## src/rtl/pipe_hazard_ctrl_pkg.sv

```systemverilog
// ---------------------------------------------------------------------------
// hazard_ctrl_pkg
// Shared types and constants for the pipeline hazard/control unit:
//   hz_state_e : MDU wait FSM states
//   FWD_*      : execute-stage operand forward selects
// ---------------------------------------------------------------------------
package hazard_ctrl_pkg;

  typedef enum logic {
    RUN      = 1'b0,
    MDU_WAIT = 1'b1
  } hz_state_e;

  localparam logic [1:0] FWD_RF = 2'b00;
  localparam logic [1:0] FWD_W  = 2'b01;
  localparam logic [1:0] FWD_M  = 2'b10;

endpackage

```

## src/rtl/pipe_hazard_ctrl_if.sv

```systemverilog
// ---------------------------------------------------------------------------
// pipe_hazard_ctrl_if
// Bundle between the controller/datapath (master) and the hazard unit
// (slave). Master drives the decoded register fields of the D/E/M/W stages
// plus MDU/exception status; slave returns stall/flush controls, forwarding
// selects, cause flags and the stall-cycle counter.
// Parameters REG_W / CNT_W must match the hazard unit instance.
// ---------------------------------------------------------------------------
interface pipe_hazard_ctrl_if #(
  parameter int REG_W = 5,
  parameter int CNT_W = 32
);
  // decode
  logic [REG_W-1:0] rsD, rtD;
  logic             branchD, jrD;
  // execute
  logic [REG_W-1:0] rsE, rtE, writeregE;
  logic             regwriteE, memtoregE;
  logic             mdu_startE, mdu_doneE;
  // memory
  logic [REG_W-1:0] writeregM;
  logic             regwriteM, memtoregM;
  logic             excM;
  // writeback
  logic [REG_W-1:0] writeregW;
  logic             regwriteW;
  // counter control
  logic             cnt_clr;
  // hazard unit outputs
  logic             stallF, stallD, stallE, stallM, stallW;
  logic             flushD, flushE, flushM, flushW;
  logic             fwdAD, fwdBD;
  logic [1:0]       fwdAE, fwdBE;
  logic             lwstallD, branchstallD, mdu_stall;
  logic             mdu_cancel;
  logic [CNT_W-1:0] stall_cnt;

  modport master (
    output rsD, rtD, branchD, jrD,
    output rsE, rtE, writeregE, regwriteE, memtoregE, mdu_startE, mdu_doneE,
    output writeregM, regwriteM, memtoregM, excM,
    output writeregW, regwriteW, cnt_clr,
    input  stallF, stallD, stallE, stallM, stallW,
    input  flushD, flushE, flushM, flushW,
    input  fwdAD, fwdBD, fwdAE, fwdBE,
    input  lwstallD, branchstallD, mdu_stall, mdu_cancel, stall_cnt
  );

  modport slave (
    input  rsD, rtD, branchD, jrD,
    input  rsE, rtE, writeregE, regwriteE, memtoregE, mdu_startE, mdu_doneE,
    input  writeregM, regwriteM, memtoregM, excM,
    input  writeregW, regwriteW, cnt_clr,
    output stallF, stallD, stallE, stallM, stallW,
    output flushD, flushE, flushM, flushW,
    output fwdAD, fwdBD, fwdAE, fwdBE,
    output lwstallD, branchstallD, mdu_stall, mdu_cancel, stall_cnt
  );

endinterface

```

## src/rtl/pipe_hazard_ctrl_fwd_sel.sv

```systemverilog
// ---------------------------------------------------------------------------
// fwd_sel
// Compares one source register index against the M and W destinations and
// returns a forward select. M wins over W because it holds the younger
// result. Writes to register 0 never match.
//   src_i               : source register index
//   wreg_m_i/regwr_m_i  : memory-stage destination and write enable
//   wreg_w_i/regwr_w_i  : writeback-stage destination and write enable
//   sel_o               : FWD_M / FWD_W / FWD_RF
// ---------------------------------------------------------------------------
module fwd_sel
  import hazard_ctrl_pkg::*;
#(
  parameter int REG_W = 5
) (
  input  logic [REG_W-1:0] src_i,
  input  logic [REG_W-1:0] wreg_m_i,
  input  logic             regwr_m_i,
  input  logic [REG_W-1:0] wreg_w_i,
  input  logic             regwr_w_i,
  output logic [1:0]       sel_o
);

  logic hit_m, hit_w;

  assign hit_m = regwr_m_i && (wreg_m_i != '0) && (wreg_m_i == src_i);
  assign hit_w = regwr_w_i && (wreg_w_i != '0) && (wreg_w_i == src_i);

  always_comb begin
    sel_o = FWD_RF;
    if (hit_m)      sel_o = FWD_M;
    else if (hit_w) sel_o = FWD_W;
  end

endmodule

```

## src/rtl/pipe_hazard_ctrl.sv

```systemverilog
// ---------------------------------------------------------------------------
// pipe_hazard_ctrl
// Hazard and pipeline-control unit for the 5-stage core. Produces per-stage
// stall/flush, operand forwarding selects, stall cause flags, a one-cycle
// MDU abort and a saturating count of fetch-stall cycles.
//   clk  : rising-edge clock
//   rst  : asynchronous active-low reset; while low every output reads 0
//   hz   : slave side of pipe_hazard_ctrl_if (stage fields in, controls out)
// Parameters: REG_W register index width, FWD_EN forwarding enable
// (0 = resolve every RAW hazard by stalling), CNT_W stall counter width.
// All controls are combinational from inputs and the registered FSM state.
// ---------------------------------------------------------------------------
module pipe_hazard_ctrl
  import hazard_ctrl_pkg::*;
#(
  parameter int REG_W  = 5,
  parameter bit FWD_EN = 1'b1,
  parameter int CNT_W  = 32
) (
  input  logic             clk,
  input  logic             rst,
  pipe_hazard_ctrl_if.slave hz
);

  hz_state_e        state_q, state_d;
  logic [CNT_W-1:0] cnt_q, cnt_d;

  logic dstE, loadM;
  logic hitE_s, hitE_t, hitM_s, hitM_t, loadM_s, loadM_t;
  logic lw_raw, br_raw, mdu_raw;
  logic [1:0] selAE, selBE, selAD, selBD;
  logic unused_d_bits;

  // Forwarding selects; decode comparators only need the M bit.
  fwd_sel #(.REG_W(REG_W)) u_fwd_ae (
    .src_i(hz.rsE), .wreg_m_i(hz.writeregM), .regwr_m_i(hz.regwriteM),
    .wreg_w_i(hz.writeregW), .regwr_w_i(hz.regwriteW), .sel_o(selAE));
  fwd_sel #(.REG_W(REG_W)) u_fwd_be (
    .src_i(hz.rtE), .wreg_m_i(hz.writeregM), .regwr_m_i(hz.regwriteM),
    .wreg_w_i(hz.writeregW), .regwr_w_i(hz.regwriteW), .sel_o(selBE));
  fwd_sel #(.REG_W(REG_W)) u_fwd_ad (
    .src_i(hz.rsD), .wreg_m_i(hz.writeregM), .regwr_m_i(hz.regwriteM),
    .wreg_w_i(hz.writeregW), .regwr_w_i(hz.regwriteW), .sel_o(selAD));
  fwd_sel #(.REG_W(REG_W)) u_fwd_bd (
    .src_i(hz.rtD), .wreg_m_i(hz.writeregM), .regwr_m_i(hz.regwriteM),
    .wreg_w_i(hz.writeregW), .regwr_w_i(hz.regwriteW), .sel_o(selBD));

  assign unused_d_bits = ^{selAD[0], selBD[0]};

  // Destination matches against the decode sources.
  assign dstE    = hz.regwriteE && (hz.writeregE != '0);
  assign loadM   = hz.memtoregM && (hz.writeregM != '0);
  assign hitE_s  = dstE && (hz.writeregE == hz.rsD);
  assign hitE_t  = dstE && (hz.writeregE == hz.rtD);
  assign hitM_s  = hz.regwriteM && (hz.writeregM != '0) && (hz.writeregM == hz.rsD);
  assign hitM_t  = hz.regwriteM && (hz.writeregM != '0) && (hz.writeregM == hz.rtD);
  assign loadM_s = loadM && (hz.writeregM == hz.rsD);
  assign loadM_t = loadM && (hz.writeregM == hz.rtD);

  // Without forwarding, any in-flight producer of a decode source must stall.
  assign lw_raw = (hz.memtoregE && (hz.rtE != '0) &&
                   ((hz.rtE == hz.rsD) || (hz.rtE == hz.rtD))) ||
                  (!FWD_EN && (hitE_s || hitE_t || hitM_s || hitM_t));

  // jr only reads rs, so rt is ignored for it.
  assign br_raw = (hz.branchD && (hitE_s || hitE_t || loadM_s || loadM_t)) ||
                  (hz.jrD && (hitE_s || loadM_s));

  assign mdu_raw = hz.mdu_startE && !hz.mdu_doneE;

  always_comb begin
    hz.stallF       = 1'b0;
    hz.stallD       = 1'b0;
    hz.stallE       = 1'b0;
    hz.stallM       = 1'b0;
    hz.stallW       = 1'b0;
    hz.flushD       = 1'b0;
    hz.flushE       = 1'b0;
    hz.flushM       = 1'b0;
    hz.flushW       = 1'b0;
    hz.fwdAD        = 1'b0;
    hz.fwdBD        = 1'b0;
    hz.fwdAE        = FWD_RF;
    hz.fwdBE        = FWD_RF;
    hz.lwstallD     = 1'b0;
    hz.branchstallD = 1'b0;
    hz.mdu_stall    = 1'b0;
    hz.mdu_cancel   = 1'b0;
    if (rst) begin
      hz.lwstallD     = lw_raw;
      hz.branchstallD = br_raw;
      hz.mdu_stall    = mdu_raw;
      if (FWD_EN) begin
        hz.fwdAE = selAE;
        hz.fwdBE = selBE;
        hz.fwdAD = selAD[1];
        hz.fwdBD = selBD[1];
      end
      // Exception beats MDU wait, which beats decode hazards.
      if (hz.excM) begin
        hz.flushD     = 1'b1;
        hz.flushE     = 1'b1;
        hz.flushM     = 1'b1;
        hz.flushW     = 1'b1;
        hz.mdu_cancel = (state_q == MDU_WAIT) || hz.mdu_startE;
      end else if (mdu_raw) begin
        hz.stallF = 1'b1;
        hz.stallD = 1'b1;
        hz.stallE = 1'b1;
        hz.flushM = 1'b1;
      end else if (lw_raw || br_raw) begin
        hz.stallF = 1'b1;
        hz.stallD = 1'b1;
        hz.flushE = 1'b1;
      end
    end
  end

  always_comb begin
    state_d = state_q;
    case (state_q)
      RUN:      if (hz.mdu_startE && !hz.mdu_doneE && !hz.excM) state_d = MDU_WAIT;
      MDU_WAIT: if (hz.mdu_doneE || hz.excM)                    state_d = RUN;
      default:  state_d = RUN;
    endcase
  end

  // Clear wins over increment; the counter sticks at all-ones.
  always_comb begin
    cnt_d = cnt_q;
    if (hz.cnt_clr)                  cnt_d = '0;
    else if (hz.stallF && !(&cnt_q)) cnt_d = cnt_q + CNT_W'(1);
  end

  always_ff @(posedge clk or negedge rst) begin
    if (!rst) begin
      state_q <= RUN;
      cnt_q   <= '0;
    end else begin
      state_q <= state_d;
      cnt_q   <= cnt_d;
    end
  end

  assign hz.stall_cnt = cnt_q;

endmodule
```

## src/flat_wrapper.sv

```systemverilog
// flat-port wrapper written by rule: the top's interface ports become plain ports
module pipe_hazard_ctrl_flat import hazard_ctrl_pkg::*;
#(
  parameter int REG_W  = 5,
  parameter bit FWD_EN = 1'b1,
  parameter int CNT_W  = 32
)
  (clk, rst, hz_rsD, hz_rtD, hz_branchD, hz_jrD, hz_rsE, hz_rtE, hz_writeregE, hz_regwriteE, hz_memtoregE, hz_mdu_startE, hz_mdu_doneE, hz_writeregM, hz_regwriteM, hz_memtoregM, hz_excM, hz_writeregW, hz_regwriteW, hz_cnt_clr, hz_stallF, hz_stallD, hz_stallE, hz_stallM, hz_stallW, hz_flushD, hz_flushE, hz_flushM, hz_flushW, hz_fwdAD, hz_fwdBD, hz_fwdAE, hz_fwdBE, hz_lwstallD, hz_branchstallD, hz_mdu_stall, hz_mdu_cancel, hz_stall_cnt);
  pipe_hazard_ctrl_if #(.REG_W(REG_W), .CNT_W(CNT_W)) hz_i ();
  input  logic clk;
  input  logic rst;
  input wire logic [$bits(hz_i.rsD)-1:0] hz_rsD;
  input wire logic [$bits(hz_i.rtD)-1:0] hz_rtD;
  input wire logic [$bits(hz_i.branchD)-1:0] hz_branchD;
  input wire logic [$bits(hz_i.jrD)-1:0] hz_jrD;
  input wire logic [$bits(hz_i.rsE)-1:0] hz_rsE;
  input wire logic [$bits(hz_i.rtE)-1:0] hz_rtE;
  input wire logic [$bits(hz_i.writeregE)-1:0] hz_writeregE;
  input wire logic [$bits(hz_i.regwriteE)-1:0] hz_regwriteE;
  input wire logic [$bits(hz_i.memtoregE)-1:0] hz_memtoregE;
  input wire logic [$bits(hz_i.mdu_startE)-1:0] hz_mdu_startE;
  input wire logic [$bits(hz_i.mdu_doneE)-1:0] hz_mdu_doneE;
  input wire logic [$bits(hz_i.writeregM)-1:0] hz_writeregM;
  input wire logic [$bits(hz_i.regwriteM)-1:0] hz_regwriteM;
  input wire logic [$bits(hz_i.memtoregM)-1:0] hz_memtoregM;
  input wire logic [$bits(hz_i.excM)-1:0] hz_excM;
  input wire logic [$bits(hz_i.writeregW)-1:0] hz_writeregW;
  input wire logic [$bits(hz_i.regwriteW)-1:0] hz_regwriteW;
  input wire logic [$bits(hz_i.cnt_clr)-1:0] hz_cnt_clr;
  output wire logic [$bits(hz_i.stallF)-1:0] hz_stallF;
  output wire logic [$bits(hz_i.stallD)-1:0] hz_stallD;
  output wire logic [$bits(hz_i.stallE)-1:0] hz_stallE;
  output wire logic [$bits(hz_i.stallM)-1:0] hz_stallM;
  output wire logic [$bits(hz_i.stallW)-1:0] hz_stallW;
  output wire logic [$bits(hz_i.flushD)-1:0] hz_flushD;
  output wire logic [$bits(hz_i.flushE)-1:0] hz_flushE;
  output wire logic [$bits(hz_i.flushM)-1:0] hz_flushM;
  output wire logic [$bits(hz_i.flushW)-1:0] hz_flushW;
  output wire logic [$bits(hz_i.fwdAD)-1:0] hz_fwdAD;
  output wire logic [$bits(hz_i.fwdBD)-1:0] hz_fwdBD;
  output wire logic [$bits(hz_i.fwdAE)-1:0] hz_fwdAE;
  output wire logic [$bits(hz_i.fwdBE)-1:0] hz_fwdBE;
  output wire logic [$bits(hz_i.lwstallD)-1:0] hz_lwstallD;
  output wire logic [$bits(hz_i.branchstallD)-1:0] hz_branchstallD;
  output wire logic [$bits(hz_i.mdu_stall)-1:0] hz_mdu_stall;
  output wire logic [$bits(hz_i.mdu_cancel)-1:0] hz_mdu_cancel;
  output wire logic [$bits(hz_i.stall_cnt)-1:0] hz_stall_cnt;
  assign hz_i.rsD = hz_rsD;
  assign hz_i.rtD = hz_rtD;
  assign hz_i.branchD = hz_branchD;
  assign hz_i.jrD = hz_jrD;
  assign hz_i.rsE = hz_rsE;
  assign hz_i.rtE = hz_rtE;
  assign hz_i.writeregE = hz_writeregE;
  assign hz_i.regwriteE = hz_regwriteE;
  assign hz_i.memtoregE = hz_memtoregE;
  assign hz_i.mdu_startE = hz_mdu_startE;
  assign hz_i.mdu_doneE = hz_mdu_doneE;
  assign hz_i.writeregM = hz_writeregM;
  assign hz_i.regwriteM = hz_regwriteM;
  assign hz_i.memtoregM = hz_memtoregM;
  assign hz_i.excM = hz_excM;
  assign hz_i.writeregW = hz_writeregW;
  assign hz_i.regwriteW = hz_regwriteW;
  assign hz_i.cnt_clr = hz_cnt_clr;
  assign hz_stallF = hz_i.stallF;
  assign hz_stallD = hz_i.stallD;
  assign hz_stallE = hz_i.stallE;
  assign hz_stallM = hz_i.stallM;
  assign hz_stallW = hz_i.stallW;
  assign hz_flushD = hz_i.flushD;
  assign hz_flushE = hz_i.flushE;
  assign hz_flushM = hz_i.flushM;
  assign hz_flushW = hz_i.flushW;
  assign hz_fwdAD = hz_i.fwdAD;
  assign hz_fwdBD = hz_i.fwdBD;
  assign hz_fwdAE = hz_i.fwdAE;
  assign hz_fwdBE = hz_i.fwdBE;
  assign hz_lwstallD = hz_i.lwstallD;
  assign hz_branchstallD = hz_i.branchstallD;
  assign hz_mdu_stall = hz_i.mdu_stall;
  assign hz_mdu_cancel = hz_i.mdu_cancel;
  assign hz_stall_cnt = hz_i.stall_cnt;
  pipe_hazard_ctrl #(.REG_W(REG_W), .FWD_EN(FWD_EN), .CNT_W(CNT_W)) u_core (.clk(clk), .rst(rst), .hz(hz_i));
endmodule
```

## config.mk

```make
export PLATFORM = sky130hd
export DESIGN_NAME = pipe_hazard_ctrl_flat
export DESIGN_NICKNAME = d
export VERILOG_FILES = /design/src/rtl/pipe_hazard_ctrl_pkg.sv /design/src/rtl/pipe_hazard_ctrl_if.sv /design/src/rtl/pipe_hazard_ctrl_fwd_sel.sv /design/src/rtl/pipe_hazard_ctrl.sv /design/src/flat_wrapper.sv
export SDC_FILE = /design/constraint.sdc
export NUM_CORES = 1
export LEC_CHECK = 0
export ABC_CLOCK_PERIOD_IN_PS = 6800
export BUFFER_PORTS_ARGS = -buffer_cell sky130_fd_sc_hd__buf_2
export CAP_MARGIN = 30
export CORE_MARGIN = 3
export CORE_UTILIZATION = 45
export CTS_BUF_LIST = sky130_fd_sc_hd__clkbuf_16
export CTS_CLUSTER_DIAMETER = 100
export DETAILED_ROUTE_END_ITERATION = 16
export PLACE_DENSITY_LB_ADDON = 0.1
export SYNTH_ARGS = -nofsm -noshare
export SYNTH_HDL_FRONTEND = slang
export SYNTH_HIERARCHICAL = 1
export SYNTH_SLANG_ARGS = --single-unit
```

## constraint.sdc

```tcl
create_clock -name clk -period 6.8 [get_ports clk]
set_clock_uncertainty 0.05 [all_clocks]
set_input_delay 1.36 -clock clk [delete_from_list [all_inputs] [get_ports clk]]
set_output_delay 1.36 -clock clk [all_outputs]
set_load 0.005 [all_outputs]
```

; ---- Word-level counts from Yosys, hierarchy flattened
; Cells that the tools add are included.
[op_classes]
addsub = 1
n_eq_ne = 12
muxes = 36
bitwise_logic = 1
reduce_logical = 41
[ops]
columns = op, n
row1 = $mux W32, 2
row2 = $eq A5 B5 Y1, 12
row3 = $add A32 B1 Y32 const B, 1
row4 = $reduce_and A32 Y1, 1
row5 = $mux W1, 27
row6 = $logic_and A1 B1 Y1, 23
row7 = $reduce_bool A5 Y1, 4
row8 = $mux W2, 6
row9 = $logic_or A1 B1 Y1, 9
row10 = $logic_not A1 Y1, 3
row11 = $pmux W1 S2, 1
row12 = $reduce_bool A2 Y1, 1
row13 = $not A1 Y1, 1
[word_totals]
ff_bits = 33
in_bits = 48
wordCells = 93

; ---- Logic depth before layout (Yosys ltp)
[depth]
depth_word = 16
ltp_mapped = 10

; ---- Modules after synthesis
; The synthesis kept the hierarchy.
[modules_own_cells]
columns = mod, instances, cells_each, area_each_um2
row1 = pipe_hazard_ctrl, 1, 279, 2356.0
row2 = fwd_sel, 4, 21, 158.9

; ---- Worst setup path before layout
; Ideal clock, no wire load.
[synth_path]
path_kind = in2out
start = input hz_writeregE[1]
end = output hz_stallF
t_arrival_ps = 3109
slack_ps = 2281
cell_stages = 9
path_buffers = 2
cell_sequence = or4_1 > o21ai_1 > or4_4 > nand2_1 > o32a_4 > o21ai_2 > buf_6 > inv_1 > buf_4
[synth_via]
elab_chain_cells = 13
elab_cells_between_ends = 18
cone_classes = eq/ne (2) / mux (4) / reduce/logical (12)
[synth_rtl]
columns = element, line_no
row1 = from (decl), flat_wrapper.sv:18  ; input wire logic [$bits(hz_i.writeregE)-1:0] hz_writeregE;
row2 = $reduce_bool A5 Y1, pipe_hazard_ctrl.sv:51  ; assign dstE = hz.regwriteE && (hz.writeregE != '0);
row3 = $logic_and A1 B1 Y1, pipe_hazard_ctrl.sv:51
row4 = $logic_and A1 B1 Y1 (on tied branches), "pipe_hazard_ctrl.sv:53, pipe_hazard_ctrl.sv:54"
row5 = $logic_or A1 B1 Y1 (3 in series), pipe_hazard_ctrl.sv:66  ; assign br_raw = (hz.branchD && (hitE_s || hitE_t || loadM_s || loadM_t)) ||
row6 = $logic_and A1 B1 Y1, pipe_hazard_ctrl.sv:66
row7 = $logic_or A1 B1 Y1 *, pipe_hazard_ctrl.sv:66
row8 = $logic_or A1 B1 Y1 *, pipe_hazard_ctrl.sv:111  ; end else if (lw_raw || br_raw) begin
row9 = $mux W1 * (4 in series), n/a
row10 = to (decl), flat_wrapper.sv:30  ; output wire logic [$bits(hz_i.stallF)-1:0] hz_stallF;
; Every way passes the cells marked *; elsewhere a longest branch is shown, timed or not.

; ---- Worst setup path in the final report
[layout_path]
start = input hz_writeregM[1]
end = output hz_stallF
[layout_via]
elab_chain_cells = 12
elab_cells_between_ends = 17
cone_classes = eq/ne (2) / mux (4) / reduce/logical (11)
[layout_rtl]
columns = element, line_no
row1 = from (decl), flat_wrapper.sv:23  ; input wire logic [$bits(hz_i.writeregM)-1:0] hz_writeregM;
row2 = $reduce_bool A5 Y1, pipe_hazard_ctrl.sv:52  ; assign loadM = hz.memtoregM && (hz.writeregM != '0);
row3 = $logic_and A1 B1 Y1, pipe_hazard_ctrl.sv:52
row4 = $logic_and A1 B1 Y1, pipe_hazard_ctrl.sv:57  ; assign loadM_s = loadM && (hz.writeregM == hz.rsD);
row5 = $logic_or A1 B1 Y1 (2 in series), pipe_hazard_ctrl.sv:66
row6 = $logic_and A1 B1 Y1, pipe_hazard_ctrl.sv:66
row7 = $logic_or A1 B1 Y1 *, pipe_hazard_ctrl.sv:66
row8 = $logic_or A1 B1 Y1 *, pipe_hazard_ctrl.sv:111
row9 = $mux W1 *, pipe_hazard_ctrl.sv:111
row10 = $mux W1 *, pipe_hazard_ctrl.sv:106  ; end else if (mdu_raw) begin
row11 = $mux W1 *, pipe_hazard_ctrl.sv:100  ; if (hz.excM) begin
row12 = $mux W1 *, pipe_hazard_ctrl.sv:89  ; if (rst) begin
; Marked as above.

==> flow_metrics.env <==
export IMPL_clkTransAtPathRegs_ps=50
export IMPL_clock_sinks=33
export IMPL_hp_class="reg -> reg"
export IMPL_first_pass_iters=4
export IMPL_r2r_start="u_core/hz.stall_cnt[8]"
export IMPL_rows=28
export IMPL_hold_ws_ps=493
export IMPL_clk_latency_ps=270
export IMPL_status="complete, no violations"
export IMPL_start_util_pct=47.3
export IMPL_dr_first_iter_drc_count=93
export IMPL_area_delta_synth_final_pct=21.7
export IMPL_cts_root_buf="clkbuf_16"
export IMPL_slew_violations=0
export IMPL_cts_setup_buffers=0
export IMPL_fillCellCount=602
export IMPL_dpl_hpwl_um=5860
export IMPL_critPathRequiredTime_ps=5390
export IMPL_syn_cell_area_sq_um=2850
export IMPL_num_antenna_cells=0
export IMPL_wl_um=7800
export IMPL_worstSetupEndpointType="output port"
export IMPL_grt_setup_unrepaired="false"
export IMPL_num_vias=2819
export IMPL_drive_gt1_share_pct=29.1
export IMPL_relSlewSlack_pct=50.9
export IMPL_worstMarginPinSlew_ps=732
export IMPL_num_io_pins=99
export IMPL_cts_hold_buf=0
export IMPL_fp_dieH_um=85.6
export IMPL_post_route_util_pct=57.5
export IMPL_drc=0
export IMPL_setup_viol=0
export IMPL_worstSetupStartpoint="hz_writeregM[1]"
export IMPL_grt_max_degree=47
export IMPL_antenna_left=0
export IMPL_htreeDepth=2
export IMPL_period_needed_ps=4970
export IMPL_gp_congestion=0.918
export IMPL_die_x_um=85.6
export IMPL_hold_viol=0
export IMPL_cp_arrival_ps=3560
export IMPL_path_max_fanout=11
export IMPL_ir_drop_mv=0.0963
export IMPL_cts_path_max_buffers=2
export IMPL_setup_tns_ps=0
export IMPL_grt_pass1_wl_um=13000
export IMPL_dieArea_sq_um=7320
export IMPL_routedWlPerCell_um=15.5
export IMPL_holdCritStartpoint="u_core/state_q"
export IMPL_core_sq_um=6030
export IMPL_p_per_area_nw_per_um2=157
export IMPL_grt_pass1_vias=2746
export IMPL_max_freq_mhz=201
export IMPL_final_common_cell="buf_2"
export IMPL_port_buffers=96
export IMPL_avgViaCountPerCell=5.59
export IMPL_grt_overflow=0
export IMPL_path_class="in -> out"
export IMPL_critPathLaunchType="input port"
export IMPL_grt_use_total_pct=21.6
export IMPL_nets=477
export IMPL_power_leakage_nw=1.53
export IMPL_post_route_period_util_pct=73.1
export IMPL_syn_instance_count=343
export IMPL_antenna_found_initial=0
export IMPL_cts_buffers=5
export IMPL_cts_resized=0
export IMPL_cts_tree="built"
export IMPL_final_cell_mix="buf_2 (96), xnor2_1 (35), dfrtp_1 (33)"
export IMPL_yosysWarnings=6
export IMPL_synth_avg_cell_area_sq_um=8.31
export IMPL_drv_cap=0
-- through the flow --
| step | instance area [sq um] | setup WS [ps] | power, mW | instances |
|---|---|---|---|---|
| after floorplan | 2850 | 2280 | 0.254 | 344 |
| after CTS | 3470 | 1830 | 0.553 | 504 |
| after global routing | 3470 | 1660 | 0.569 | 504 |
| final | 3470 | 1830 | 0.545 | 504 |
| after detailed placement | 3300 | 1840 | 0.298 | 496 |
| after global placement | 3300 | 1880 | 0.297 | 496 |
-- sequential cells by signal, summed over array words and instances (netlist names) --
name and flops:
u_core/hz.stall_cnt 32, u_core/state_q 1
-- worst paths after layout --
kind / to / slack [ps] / cells after the start
min in group asynchronous: u_core/hz.stall_cnt[6] / 1110 / 2
worst max-delay path: hz_stallF / 1830 / 9
worst max register to register: u_core/hz.stall_cnt[1] / 4050 / 8
max in group asynchronous: u_core/hz.stall_cnt[18] / 5220 / 2
worst min register to register: u_core/state_q / 490 / 2
worst min-delay path: u_core/state_q / 490 / 2
-- critical path, cell delays in order --
cell	delay, ps
buf_2	200
or4_1	560
o21ai_1	160
or4_1	170
nand2_1	70
o32a_4	420
o21ai_2	380
inv_1	100
buf_2	140
-- per-layer routing --
layer  vias up  wire (um)  track usage (%)
met4         0        106             6.33
met3        10        433             4.13
li1       1404          -                -
met2        75       3790             36.6
met5         -          0                0
met1      1330       3470             28.1
-- area by class of cell --
class / count / area, sq um / area share (%)
multi-input combinational: 285 / 1870 / 54.1
clock inverter: 3 / 37.5 / 1.08
inverter: 6 / 22.5 / 0.650
clock buffer: 5 / 125 / 3.61
tap: 75 / 93.8 / 2.71
timing repair buffer: 97 / 488 / 14.1
sequential: 33 / 826 / 23.8
-- where the power goes --
part / internal (mW) / switching, mW
logic: 0.0394 / 0.0576
clock network: 0.170 / 0.0802
registers: 0.197 / 0.000735
Power figures use the tool's default switching activity.
